[src/rtl/spi_slave_port_if.sv]
// Bus interface for spi_slave_port: SPI pins plus the RX/TX stream handshakes and error flags.
interface spi_slave_port_if #(
    parameter int DATA_WIDTH = 8
);
    logic                  spi_in_SCLK;
    logic                  spi_in_SS_n;
    logic                  spi_in_MOSI;
    logic                  spi_in_MISO;
    logic [DATA_WIDTH-1:0] rx_data;
    logic                  rx_valid;
    logic                  rx_ready;
    logic [DATA_WIDTH-1:0] tx_data;
    logic                  tx_valid;
    logic                  tx_ready;
    logic                  rx_overrun;
    logic                  tx_underrun;
    logic                  err_clear;

    modport slave (
        input  spi_in_SCLK, spi_in_SS_n, spi_in_MOSI, rx_ready, tx_data, tx_valid, err_clear,
        output spi_in_MISO, rx_data, rx_valid, tx_ready, rx_overrun, tx_underrun
    );

    modport master (
        output spi_in_SCLK, spi_in_SS_n, spi_in_MOSI, rx_ready, tx_data, tx_valid, err_clear,
        input  spi_in_MISO, rx_data, rx_valid, tx_ready, rx_overrun, tx_underrun
    );
endinterface

[src/rtl/spi_slave_port.sv]
// Mode-0 SPI slave: synchronized SPI pins, TX holding register, RX storage with sticky error flags.
// Define SPI_SLAVE_RX_FIFO_EN for a 4-entry RX FIFO; otherwise RX storage is a single word.
module spi_slave_port #(
    parameter int                    DATA_WIDTH = 8,
    parameter logic [DATA_WIDTH-1:0] TX_IDLE    = '0
) (
    input  logic            clk_clk,
    input  logic            reset_reset_n,
    spi_slave_port_if.slave bus
);
    localparam int               CNT_W    = $clog2(DATA_WIDTH);
    localparam logic [CNT_W-1:0] LAST_BIT = CNT_W'(DATA_WIDTH - 1);

    typedef enum logic {IDLE = 1'b0, ACTIVE = 1'b1} state_e;

    state_e state_q, state_d;

    logic [1:0] sclk_sync_q, ss_sync_q, mosi_sync_q, settle_q;
    logic       sclk_prev_q, ss_high_q;
    logic       sclk_s, ss_s, mosi_s;
    logic       sclk_rise, sclk_fall, ss_fall;

    logic                  start_load, bit_rise, bit_fall, miso_en;
    logic [CNT_W-1:0]      bit_cnt_q, bit_cnt_d;
    logic [DATA_WIDTH-1:0] rx_shift_q, rx_shift_d;
    logic [DATA_WIDTH-1:0] tx_shift_q, tx_shift_d;
    logic [DATA_WIDTH-1:0] tx_hold_q, tx_hold_d;
    logic                  tx_full_q, tx_full_d;
    logic                  rx_overrun_q, rx_overrun_d;
    logic                  tx_underrun_q, tx_underrun_d;

    logic                  word_done, tx_load, tx_accept;
    logic                  rx_full, rx_valid_w, rx_push, rx_pop;
    logic [DATA_WIDTH-1:0] rx_word, rx_head;

    // NOTE: sequential state is only ever assigned with <= so every flop sees pre-edge values.
    always_ff @(posedge clk_clk) begin
        if (!reset_reset_n) begin
            sclk_sync_q <= 2'b00;
            ss_sync_q   <= 2'b11;
            mosi_sync_q <= 2'b00;
            sclk_prev_q <= 1'b0;
            settle_q    <= 2'b00;
            ss_high_q   <= 1'b0;
        end else begin
            sclk_sync_q <= {sclk_sync_q[0], bus.spi_in_SCLK};
            ss_sync_q   <= {ss_sync_q[0], bus.spi_in_SS_n};
            mosi_sync_q <= {mosi_sync_q[0], bus.spi_in_MOSI};
            sclk_prev_q <= sclk_s;
            settle_q    <= {settle_q[0], 1'b1};
            ss_high_q   <= settle_q[1] & ss_s;
        end
    end

    assign sclk_s    = sclk_sync_q[1];
    assign ss_s      = ss_sync_q[1];
    assign mosi_s    = mosi_sync_q[1];
    assign sclk_rise = sclk_s & ~sclk_prev_q;
    assign sclk_fall = ~sclk_s & sclk_prev_q;
    // A select only counts once a real high level has crossed the synchronizer since reset,
    // so a master still holding SS_n low across a reset cannot restart a frame mid-word.
    assign ss_fall   = ss_high_q & ~ss_s;

    always_ff @(posedge clk_clk) begin
        if (!reset_reset_n) begin
            state_q <= IDLE;
        end else begin
            state_q <= state_d;
        end
    end

    // NOTE: every signal written in an always_comb gets a default first, so no path infers a latch.
    always_comb begin
        state_d = state_q;
        unique case (state_q)
            IDLE:    if (ss_fall) state_d = ACTIVE;
            ACTIVE:  if (ss_s)    state_d = IDLE;
        endcase
    end

    always_comb begin
        start_load = 1'b0;
        bit_rise   = 1'b0;
        bit_fall   = 1'b0;
        miso_en    = 1'b0;
        unique case (state_q)
            IDLE:    start_load = ss_fall;
            ACTIVE: begin
                miso_en  = 1'b1;
                bit_rise = sclk_rise & ~ss_s;
                bit_fall = sclk_fall & ~ss_s;
            end
        endcase
    end

    assign word_done = bit_rise & (bit_cnt_q == LAST_BIT);
    assign tx_load   = start_load | word_done;
    assign tx_accept = bus.tx_valid & ~tx_full_q;
    assign rx_word   = {rx_shift_q[DATA_WIDTH-2:0], mosi_s};
    assign rx_pop    = rx_valid_w & bus.rx_ready;
    assign rx_push   = word_done & (~rx_full | rx_pop);

    always_comb begin
        bit_cnt_d     = bit_cnt_q;
        rx_shift_d    = rx_shift_q;
        tx_shift_d    = tx_shift_q;
        tx_hold_d     = tx_hold_q;
        tx_full_d     = tx_full_q;

        if (state_d == IDLE) begin
            bit_cnt_d = '0;
        end else if (bit_rise) begin
            bit_cnt_d = word_done ? '0 : bit_cnt_q + CNT_W'(1);
        end

        if (bit_rise) begin
            rx_shift_d = rx_word;
        end

        // The falling edge just after a word completes (count back at 0) must keep the freshly loaded MSB.
        if (tx_load) begin
            tx_shift_d = tx_full_q ? tx_hold_q : TX_IDLE;
        end else if (bit_fall && bit_cnt_q != '0) begin
            tx_shift_d = {tx_shift_q[DATA_WIDTH-2:0], 1'b0};
        end

        if (tx_accept) begin
            tx_hold_d = bus.tx_data;
            tx_full_d = 1'b1;
        end else if (tx_load) begin
            tx_full_d = 1'b0;
        end

        tx_underrun_d = (tx_load & ~tx_full_q) | (tx_underrun_q & ~bus.err_clear);
        rx_overrun_d  = (word_done & rx_full & ~rx_pop) | (rx_overrun_q & ~bus.err_clear);
    end

    always_ff @(posedge clk_clk) begin
        if (!reset_reset_n) begin
            bit_cnt_q     <= '0;
            rx_shift_q    <= '0;
            tx_shift_q    <= '0;
            tx_hold_q     <= '0;
            tx_full_q     <= 1'b0;
            rx_overrun_q  <= 1'b0;
            tx_underrun_q <= 1'b0;
        end else begin
            bit_cnt_q     <= bit_cnt_d;
            rx_shift_q    <= rx_shift_d;
            tx_shift_q    <= tx_shift_d;
            tx_hold_q     <= tx_hold_d;
            tx_full_q     <= tx_full_d;
            rx_overrun_q  <= rx_overrun_d;
            tx_underrun_q <= tx_underrun_d;
        end
    end

`ifdef SPI_SLAVE_RX_FIFO_EN
    localparam int RX_DEPTH = 4;

    logic [DATA_WIDTH-1:0] rx_mem_q [RX_DEPTH];
    logic [1:0]            rd_ptr_q, wr_ptr_q;
    logic [2:0]            rx_count_q;

    assign rx_full    = (rx_count_q == 3'd4);
    assign rx_valid_w = (rx_count_q != 3'd0);
    assign rx_head    = rx_mem_q[rd_ptr_q];

    // NOTE: the storage array is reset because rx_data must read zero straight out of reset.
    always_ff @(posedge clk_clk) begin
        if (!reset_reset_n) begin
            for (int i = 0; i < RX_DEPTH; i++) begin
                rx_mem_q[i] <= '0;
            end
            rd_ptr_q   <= 2'd0;
            wr_ptr_q   <= 2'd0;
            rx_count_q <= 3'd0;
        end else begin
            if (rx_push) begin
                rx_mem_q[wr_ptr_q] <= rx_word;
                wr_ptr_q           <= wr_ptr_q + 2'd1;
            end
            if (rx_pop) begin
                rd_ptr_q <= rd_ptr_q + 2'd1;
            end
            unique case ({rx_push, rx_pop})
                2'b10:   rx_count_q <= rx_count_q + 3'd1;
                2'b01:   rx_count_q <= rx_count_q - 3'd1;
                default: rx_count_q <= rx_count_q;
            endcase
        end
    end
`else
    logic [DATA_WIDTH-1:0] rx_data_q;
    logic                  rx_full_q;

    assign rx_full    = rx_full_q;
    assign rx_valid_w = rx_full_q;
    assign rx_head    = rx_data_q;

    always_ff @(posedge clk_clk) begin
        if (!reset_reset_n) begin
            rx_data_q <= '0;
            rx_full_q <= 1'b0;
        end else begin
            if (rx_push) begin
                rx_data_q <= rx_word;
            end
            rx_full_q <= rx_push | (rx_full_q & ~rx_pop);
        end
    end
`endif

    assign bus.spi_in_MISO = miso_en & tx_shift_q[DATA_WIDTH-1];
    assign bus.rx_data     = rx_head;
    assign bus.rx_valid    = rx_valid_w;
    assign bus.tx_ready    = ~tx_full_q;
    assign bus.rx_overrun  = rx_overrun_q;
    assign bus.tx_underrun = tx_underrun_q;
endmodule

[src/flat_wrapper.sv]
// flat-port wrapper written by rule: the top's interface ports become plain ports
module spi_slave_port_flat 
#(
    parameter int                    DATA_WIDTH = 8,
    parameter logic [DATA_WIDTH-1:0] TX_IDLE    = '0
)
  (clk_clk, reset_reset_n, bus_spi_in_SCLK, bus_spi_in_SS_n, bus_spi_in_MOSI, bus_rx_ready, bus_tx_data, bus_tx_valid, bus_err_clear, bus_spi_in_MISO, bus_rx_data, bus_rx_valid, bus_tx_ready, bus_rx_overrun, bus_tx_underrun);
  spi_slave_port_if #(.DATA_WIDTH(DATA_WIDTH)) bus_i ();
  input  logic clk_clk;
  input  logic reset_reset_n;
  input wire logic [$bits(bus_i.spi_in_SCLK)-1:0] bus_spi_in_SCLK;
  input wire logic [$bits(bus_i.spi_in_SS_n)-1:0] bus_spi_in_SS_n;
  input wire logic [$bits(bus_i.spi_in_MOSI)-1:0] bus_spi_in_MOSI;
  input wire logic [$bits(bus_i.rx_ready)-1:0] bus_rx_ready;
  input wire logic [$bits(bus_i.tx_data)-1:0] bus_tx_data;
  input wire logic [$bits(bus_i.tx_valid)-1:0] bus_tx_valid;
  input wire logic [$bits(bus_i.err_clear)-1:0] bus_err_clear;
  output wire logic [$bits(bus_i.spi_in_MISO)-1:0] bus_spi_in_MISO;
  output wire logic [$bits(bus_i.rx_data)-1:0] bus_rx_data;
  output wire logic [$bits(bus_i.rx_valid)-1:0] bus_rx_valid;
  output wire logic [$bits(bus_i.tx_ready)-1:0] bus_tx_ready;
  output wire logic [$bits(bus_i.rx_overrun)-1:0] bus_rx_overrun;
  output wire logic [$bits(bus_i.tx_underrun)-1:0] bus_tx_underrun;
  assign bus_i.spi_in_SCLK = bus_spi_in_SCLK;
  assign bus_i.spi_in_SS_n = bus_spi_in_SS_n;
  assign bus_i.spi_in_MOSI = bus_spi_in_MOSI;
  assign bus_i.rx_ready = bus_rx_ready;
  assign bus_i.tx_data = bus_tx_data;
  assign bus_i.tx_valid = bus_tx_valid;
  assign bus_i.err_clear = bus_err_clear;
  assign bus_spi_in_MISO = bus_i.spi_in_MISO;
  assign bus_rx_data = bus_i.rx_data;
  assign bus_rx_valid = bus_i.rx_valid;
  assign bus_tx_ready = bus_i.tx_ready;
  assign bus_rx_overrun = bus_i.rx_overrun;
  assign bus_tx_underrun = bus_i.tx_underrun;
  spi_slave_port #(.DATA_WIDTH(DATA_WIDTH), .TX_IDLE(TX_IDLE)) u_core (.clk_clk(clk_clk), .reset_reset_n(reset_reset_n), .bus(bus_i));
endmodule
[config.mk]
export PLATFORM = sky130hd
export DESIGN_NAME = spi_slave_port_flat
export DESIGN_NICKNAME = d
export VERILOG_FILES = /design/src/rtl/spi_slave_port_if.sv /design/src/rtl/spi_slave_port.sv /design/src/flat_wrapper.sv
export SDC_FILE = /design/constraint.sdc
export NUM_CORES = 1
export LEC_CHECK = 0
export ABC_CLOCK_PERIOD_IN_PS = 3550
export CORE_AREA = 2 2 61 63
export DETAILED_ROUTE_END_ITERATION = 10
export DIE_AREA = 0 0 63 65
export PLACE_DENSITY = 0.76
export SETUP_SLACK_MARGIN = 0.3
export SLEW_MARGIN = 10
export SYNTH_ARGS = -nofsm -noshare
export SYNTH_HDL_FRONTEND = slang
export SYNTH_SLANG_ARGS = --single-unit
[constraint.sdc]
create_clock -name clk_clk -period 3.55 [get_ports clk_clk]
set_input_delay 0.71 -clock clk_clk [delete_from_list [all_inputs] [get_ports clk_clk]]
set_output_delay 0.71 -clock clk_clk [all_outputs]
set_load 0.05 [all_outputs]
==> flow_summary.yaml, run 1 <==
setup_path:
  critPathKind: "reg -> out"
  r2r_slack_ns: 1.67
  slowest_delay_ns: 0.71
  crit_fanout: 12
  arrival_ns: 1.76
  crit_buf_inv: 2
  critPathTopFamily: "buffers and inverters"
  reg2reg_depth: 6
  critPathSlowestCell: "clkdlybuf4s50_1"
  start_kind: "register"
  r2r-start: "u_core.bit_cnt_q[0]"
  r2r-end: "u_core.tx_shift_q[4]"
  end_kind: "output port"
  worstPathCellList: "inv_1, clkdlybuf4s50_1"
  crit_required_ns: 2.84
power:
  ir_drop_mv: 0.260
  power_uw: 955
  p_per_area_nw_per_um2: 432
  p_leak_nw: 0.897
clock_network:
  clkTransAtPathRegs_ns: 0.13
  htreeDepth: 2
  ctsHoldBuffers: 0
  clock_latency_ns: 0.36
  clkSinkCount: 49
  ctsResizeCount: 0
  post_cts_buffers: 0
  tritoncts: "yes"
  ctsLongestPathBuffers: 2
  ctsRootBufferMaster: "clkbuf_4"
  numCtsBuffers: 5
final_layout:
  final_cell_area_sq_um: 2210
  syn2layout_area_growth_pct: 20.2
  final_cell_mix: "dfxtp_1, nand2_1, a21oi_1"
  nets: 243
  diodes: 0
  multi_input_area_sq_um: 766
  final_common_cell: "dfxtp_1"
  regArea_sq_um: 981
  fill_cells: 308
  layout-drive-gt1-share_pct: 4.44
  finish.utilization_pct: 63.2
yosys:
  synth_area_sq_um: 1840
  synthCells: 199
  synth.area.mux_share_pct: 7.62
  synth_top_family_by_area: "simple AND/OR/NAND/NOR gates"
  synth_area_per_cell_sq_um: 9.24
  synthSimpleGateAreaFrac_pct: 19.9
  yosysSeqAreaShare_pct: 53.4
  synth_compound_gate_area_share_pct: 12.0
  synth.distinct_cells: 27
  synthAdderAreaFrac_pct: 2.04
  synth-seq-cells: 49
  ys.warnings.count: 0
  synth_xor_area_share_pct: 0
  synth_fp_nets: 218
routing:
  drtAntennaViolNets: 0
  wl_per_cell_microns: 12.0
  drt_iter0_drc: 72
  top_layer: "met4"
  firstDrtPassIters: 4
  route.detailed.drc: 0
  routedLengthMet1_microns: 1570
  vias: 1392
  dr_wl_met3_microns: 144
  wl_microns: 3270
  wl_met2_microns: 1510
  via_per_inst: 5.10
sta:
  min_period_ns: 2.47
  fmax_ghz: 0.405
  fin_worst_skew_ns: 0.00457
  timing.final.crit_share_pct: 69.5
  final-hold-violation-count: 0
  setup_tns_ns: 0
  worst_pin_slew_ns: 0.670
  max_slew_margin_pct: 55.2
  setup_violations: 0
  report.final.slew_viol_count: 0
  rsz0062_at_grt: "false"
placed_design:
  place.gp.congestion: 0.781
  place_area_sq_um: 2120
  dpl.hpwl_microns: 2220
  io_buffers: 28
die:
  die_y_microns: 65
  start_util_pct: 52.6
  ios: 29
  die_area_sq_um: 4100
  core-area_sq_um: 3500
  die_x_microns: 63
  rows: 22
worst_hold_path:
  hold_path_depth: 1
  hold_class: "reg -> reg"
  min_to: "u_core.ss_sync_q[1]"
  worstHoldStart: "u_core.ss_sync_q[0]"
global_routing:
  grt_start_max_net_pins: 28
  grt_pass1_wl_microns: 5850
  grt_pass1_vias: 1299
  grt_usage_pct: 18.1
  antenna_found_initial: 0
  overflow: 0
outcome:
  outcome: "completed"
run:
  max_cap_viol_count: 0
[cell type report]
cell class / count / area share (%)
inverters: 8 / 1.36
clock buffers: 7 / 2.49
well taps: 48 / 2.72
multi-input cells: 131 / 34.7
flip-flops and latches: 49 / 44.4
clock inverters: 1 / 1.36
repair buffers: 29 / 13.0
[synthesized netlist by cell type]
cell | count | share of area (%)
a211oi_1 | 6 | 2.5
a21o_1 | 1 | 0.41
a21oi_1 | 29 | 7.9
a2bb2oi_1 | 1 | 0.48
and2_1 | 8 | 2.7
and3_1 | 1 | 0.34
and4bb_2 | 1 | 0.68
buf_2 | 1 | 0.27
buf_4 | 1 | 0.41
buf_6 | 2 | 1.2
clkbuf_1 | 7 | 1.4
clkinv_1 | 1 | 0.20
dfxtp_1 | 49 | 53
ha_1 | 3 | 2.0
inv_1 | 7 | 1.4
mux2i_1 | 14 | 7.6
nand2_1 | 36 | 7.4
nand2b_1 | 5 | 1.7
nand3_1 | 3 | 0.82
nand3_2 | 1 | 0.54
nand3b_1 | 3 | 1.2
nand4b_1 | 2 | 0.95
nor2_1 | 11 | 2.2
nor2b_1 | 2 | 0.68
o22a_1 | 1 | 0.48
o22ai_1 | 1 | 0.34
or3_1 | 2 | 0.68
[power by group]
part           switching, mW  internal, mW  leakage (nW)
Clock                  0.164         0.168        0.0455
Combinational         0.0250        0.0263         0.453
Sequential           0.00884         0.562         0.398
Total                  0.198         0.757         0.897
[worst max-delay path by stage]
stage | start | endpoint | slack, ns | depth (start not counted)
global placement | reset_reset_n | u_core.bit_cnt_q[1] | 1.22 | 4
CTS | u_core.tx_full_q | bus_tx_ready | 1.07 | 2
detailed placement | reset_reset_n | u_core.bit_cnt_q[1] | 1.16 | 4
floorplan | u_core.bit_cnt_q[0] | u_core.tx_full_q | 2.01 | 8
finish | u_core.tx_full_q | bus_tx_ready | 1.08 | 2
global route | u_core.tx_full_q | bus_tx_ready | 0.98 | 2
[sequential cells by signal (all words and copies together), names as in the netlist, 2 cells and up]
signal and cells:
u_core.bus.rx_data 8, u_core.tx_hold_q 8, u_core.tx_shift_q 8, u_core.rx_shift_q 7, u_core.bit_cnt_q 3, u_core.mosi_sync_q 2
u_core.sclk_sync_q 2, u_core.settle_q 2, u_core.ss_sync_q 2
[stage by stage]
step / cells / hold slack, ns / worst slack (ns)
after floorplan: 199 / 0.386 / 2.01
after global placement: 265 / 0.391 / 1.22
after detailed placement: 265 / 0.395 / 1.16
after CTS: 273 / 0.426 / 1.07
after global routing: 273 / 0.468 / 0.983
final: 273 / 0.424 / 1.08
[kinds of logic (layout without fill, tap and decap cells)]
family | after synthesis | count (layout)
simple gates | 75 | 75
flops | 49 | 49
compound gates | 39 | 39
buf+inv | 19 | 45
mux | 14 | 14
fa+ha+maj | 3 | 3
[per-layer routing]
layer  vias up  GRT usage [%]
li1        716              -
met1       636           22.6
met2        34           29.5
met3         6           5.73
met4         0           6.67
met5         -              0
(Power assumes the default switching activity.)
==> run 2, diff against run 1 <==
--- a/config.mk
+++ b/config.mk
@@ -5,11 +5,11 @@
 export SDC_FILE = /design/constraint.sdc
 export NUM_CORES = 1
 export LEC_CHECK = 0
-export ABC_CLOCK_PERIOD_IN_PS = 3550
-export CORE_AREA = 2 2 61 63
+export ABC_CLOCK_PERIOD_IN_PS = 2100
+export CORE_AREA = 2 2 66 68
 export DETAILED_ROUTE_END_ITERATION = 10
-export DIE_AREA = 0 0 63 65
-export PLACE_DENSITY = 0.76
+export DIE_AREA = 0 0 68 70
+export PLACE_DENSITY = 0.68
 export SETUP_SLACK_MARGIN = 0.3
 export SLEW_MARGIN = 10
 export SYNTH_ARGS = -nofsm -noshare
==> constraint.sdc (replaced) <==
create_clock -name clk_clk -period 2.1 [get_ports clk_clk]
set_input_delay 0.42 -clock clk_clk [delete_from_list [all_inputs] [get_ports clk_clk]]
set_output_delay 0.42 -clock clk_clk [all_outputs]
set_load 0.05 [all_outputs]
==> flow_summary.yaml, run 2 (same netlist as run 1, synthesis figures left out) <==
outcome:
  outcome: "completed"
sta:
  worst_pin_slew_ns: 0.492
  min_period_ns: 1.67
  setup_tns_ns: 0
  fin_worst_skew_ns: 0.00723
  timing.final.crit_share_pct: 79.5
  max_slew_margin_pct: 67.3
  final-hold-violation-count: 0
  report.final.slew_viol_count: 0
  fmax_ghz: 0.599
  setup_violations: 0
  rsz0062_at_grt: "false"
final_layout:
  layout-drive-gt1-share_pct: 7.83
  nets: 248
  diodes: 0
  final_common_cell: "dfxtp_1"
  syn2layout_area_growth_pct: 22.5
  final_cell_mix: "dfxtp_1, nand2_1, a21oi_1"
power:
  power_mw: 1.66
  clkPwrFrac_pct: 36.2
  seqPwrFrac_pct: 58.0
  power_frac_comb_pct: 5.8
  switchingPower_uw: 359
  switching_share_pct: 21.7
  p_leak_nw: 0.985
  internal_power_mw: 1.30
  p_per_area_nw_per_um2: 735
  ir_drop_mv: 0.372
routing:
  firstDrtPassIters: 4
  vias: 1379
  wl_microns: 3210
  drt_iter0_drc: 85
  wl_per_cell_microns: 11.4
  drtAntennaViolNets: 0
  route.detailed.drc: 0
  via_per_inst: 4.89
placed_design:
  place.gp.congestion: 0.723
  dpl.hpwl_microns: 2220
  io_buffers: 28
clock_network:
  clock_latency_ns: 0.31
  post_cts_buffers: 0
  ctsHoldBuffers: 0
  tritoncts: "yes"
  clkSinkCount: 49
  ctsLongestPathBuffers: 2
  ctsRootBufferMaster: "clkbuf_8"
  clkTransAtPathRegs_ns: 0.09
  htreeDepth: 2
  numCtsBuffers: 5
setup_path:
  arrival_ns: 1.86
  crit_fanout: 17
  start_kind: "register"
  crit_required_ns: 2.29
  end_kind: "register"
  reg2reg_depth: 6
  critPathKind: "reg -> reg"
die:
  ios: 29
  die_y_microns: 70
  start_util_pct: 44.4
  rows: 24
  die_area_sq_um: 4760
  core-area_sq_um: 4140
  die_x_microns: 68
run:
  max_cap_viol_count: 0
worst_hold_path:
  hold_class: "reg -> reg"
  hold_path_depth: 1
global_routing:
  grt_pass1_vias: 1238
  grt_usage_pct: 14.7
  overflow: 0
  grt_start_max_net_pins: 35
  antenna_found_initial: 0
  grt_pass1_wl_microns: 5320
## run 2: timing repair
action	in CTS	in global routing
setup endpoints to repair	12	10
resized for setup	12	1
endpoints found under the hold margin	0	0
## run 2: final cells by class
cell class	count	area (sq um)
fillers	396	1890
flip-flops and latches	49	981
multi-input cells	131	767
repair buffers	34	308
clock buffers	7	96.3
well taps	52	65.1
inverters	8	30.0
clock inverters	1	5.00
## run 2: per-layer routing
layer	GRT usage [%]	routed length, microns	vias to the layer above	share of wire (%)
li1	-	-	722	-
met1	18.7	1500	626	47
met2	21.8	1510	23	47
met3	3.86	128	8	4.0
met4	8.67	77	0	2.4
met5	0	0	-	0
## run 2: final timing paths
check                       from                  end  slack, ns
max reg2reg  u_core.bit_cnt_q[0]     u_core.tx_full_q       0.43
min reg2reg  u_core.ss_sync_q[0]  u_core.ss_sync_q[1]       0.42
max          u_core.bit_cnt_q[0]     u_core.tx_full_q       0.43
min          u_core.ss_sync_q[0]  u_core.ss_sync_q[1]       0.42
## run 2: power groups by stage
stage	Clock [mW]	Sequential (mW)	Combinational, mW
CTS	0.617	0.960	0.0974
global placement	0	0.982	0.0973
floorplan	0	0.979	0.0512
detailed placement	0	0.982	0.0984
finish	0.599	0.960	0.0965
global route	0.646	0.963	0.107
## run 2: critical path, cell delays in order, from the launching register on
cell and delay (ns):
dfxtp_1 0.39, ha_1 0.16, ha_1 0.25, nand4b_1 0.16, a21o_2 0.33, a21oi_1 0.20, nor2_1 0.06
## run 2: metrics by stage
step	std cells	instance area, sq um	hold slack [ns]	utilization (%)	setup slack [ns]
after floorplan	199	1840	0.386	-	0.561
after global placement	274	2160	0.394	52.2	0.392
after detailed placement	274	2160	0.399	52.2	0.323
after CTS	282	2250	0.418	54.3	0.317
after global routing	282	2250	0.443	54.3	0.309
final	282	2250	0.417	54.3	0.431
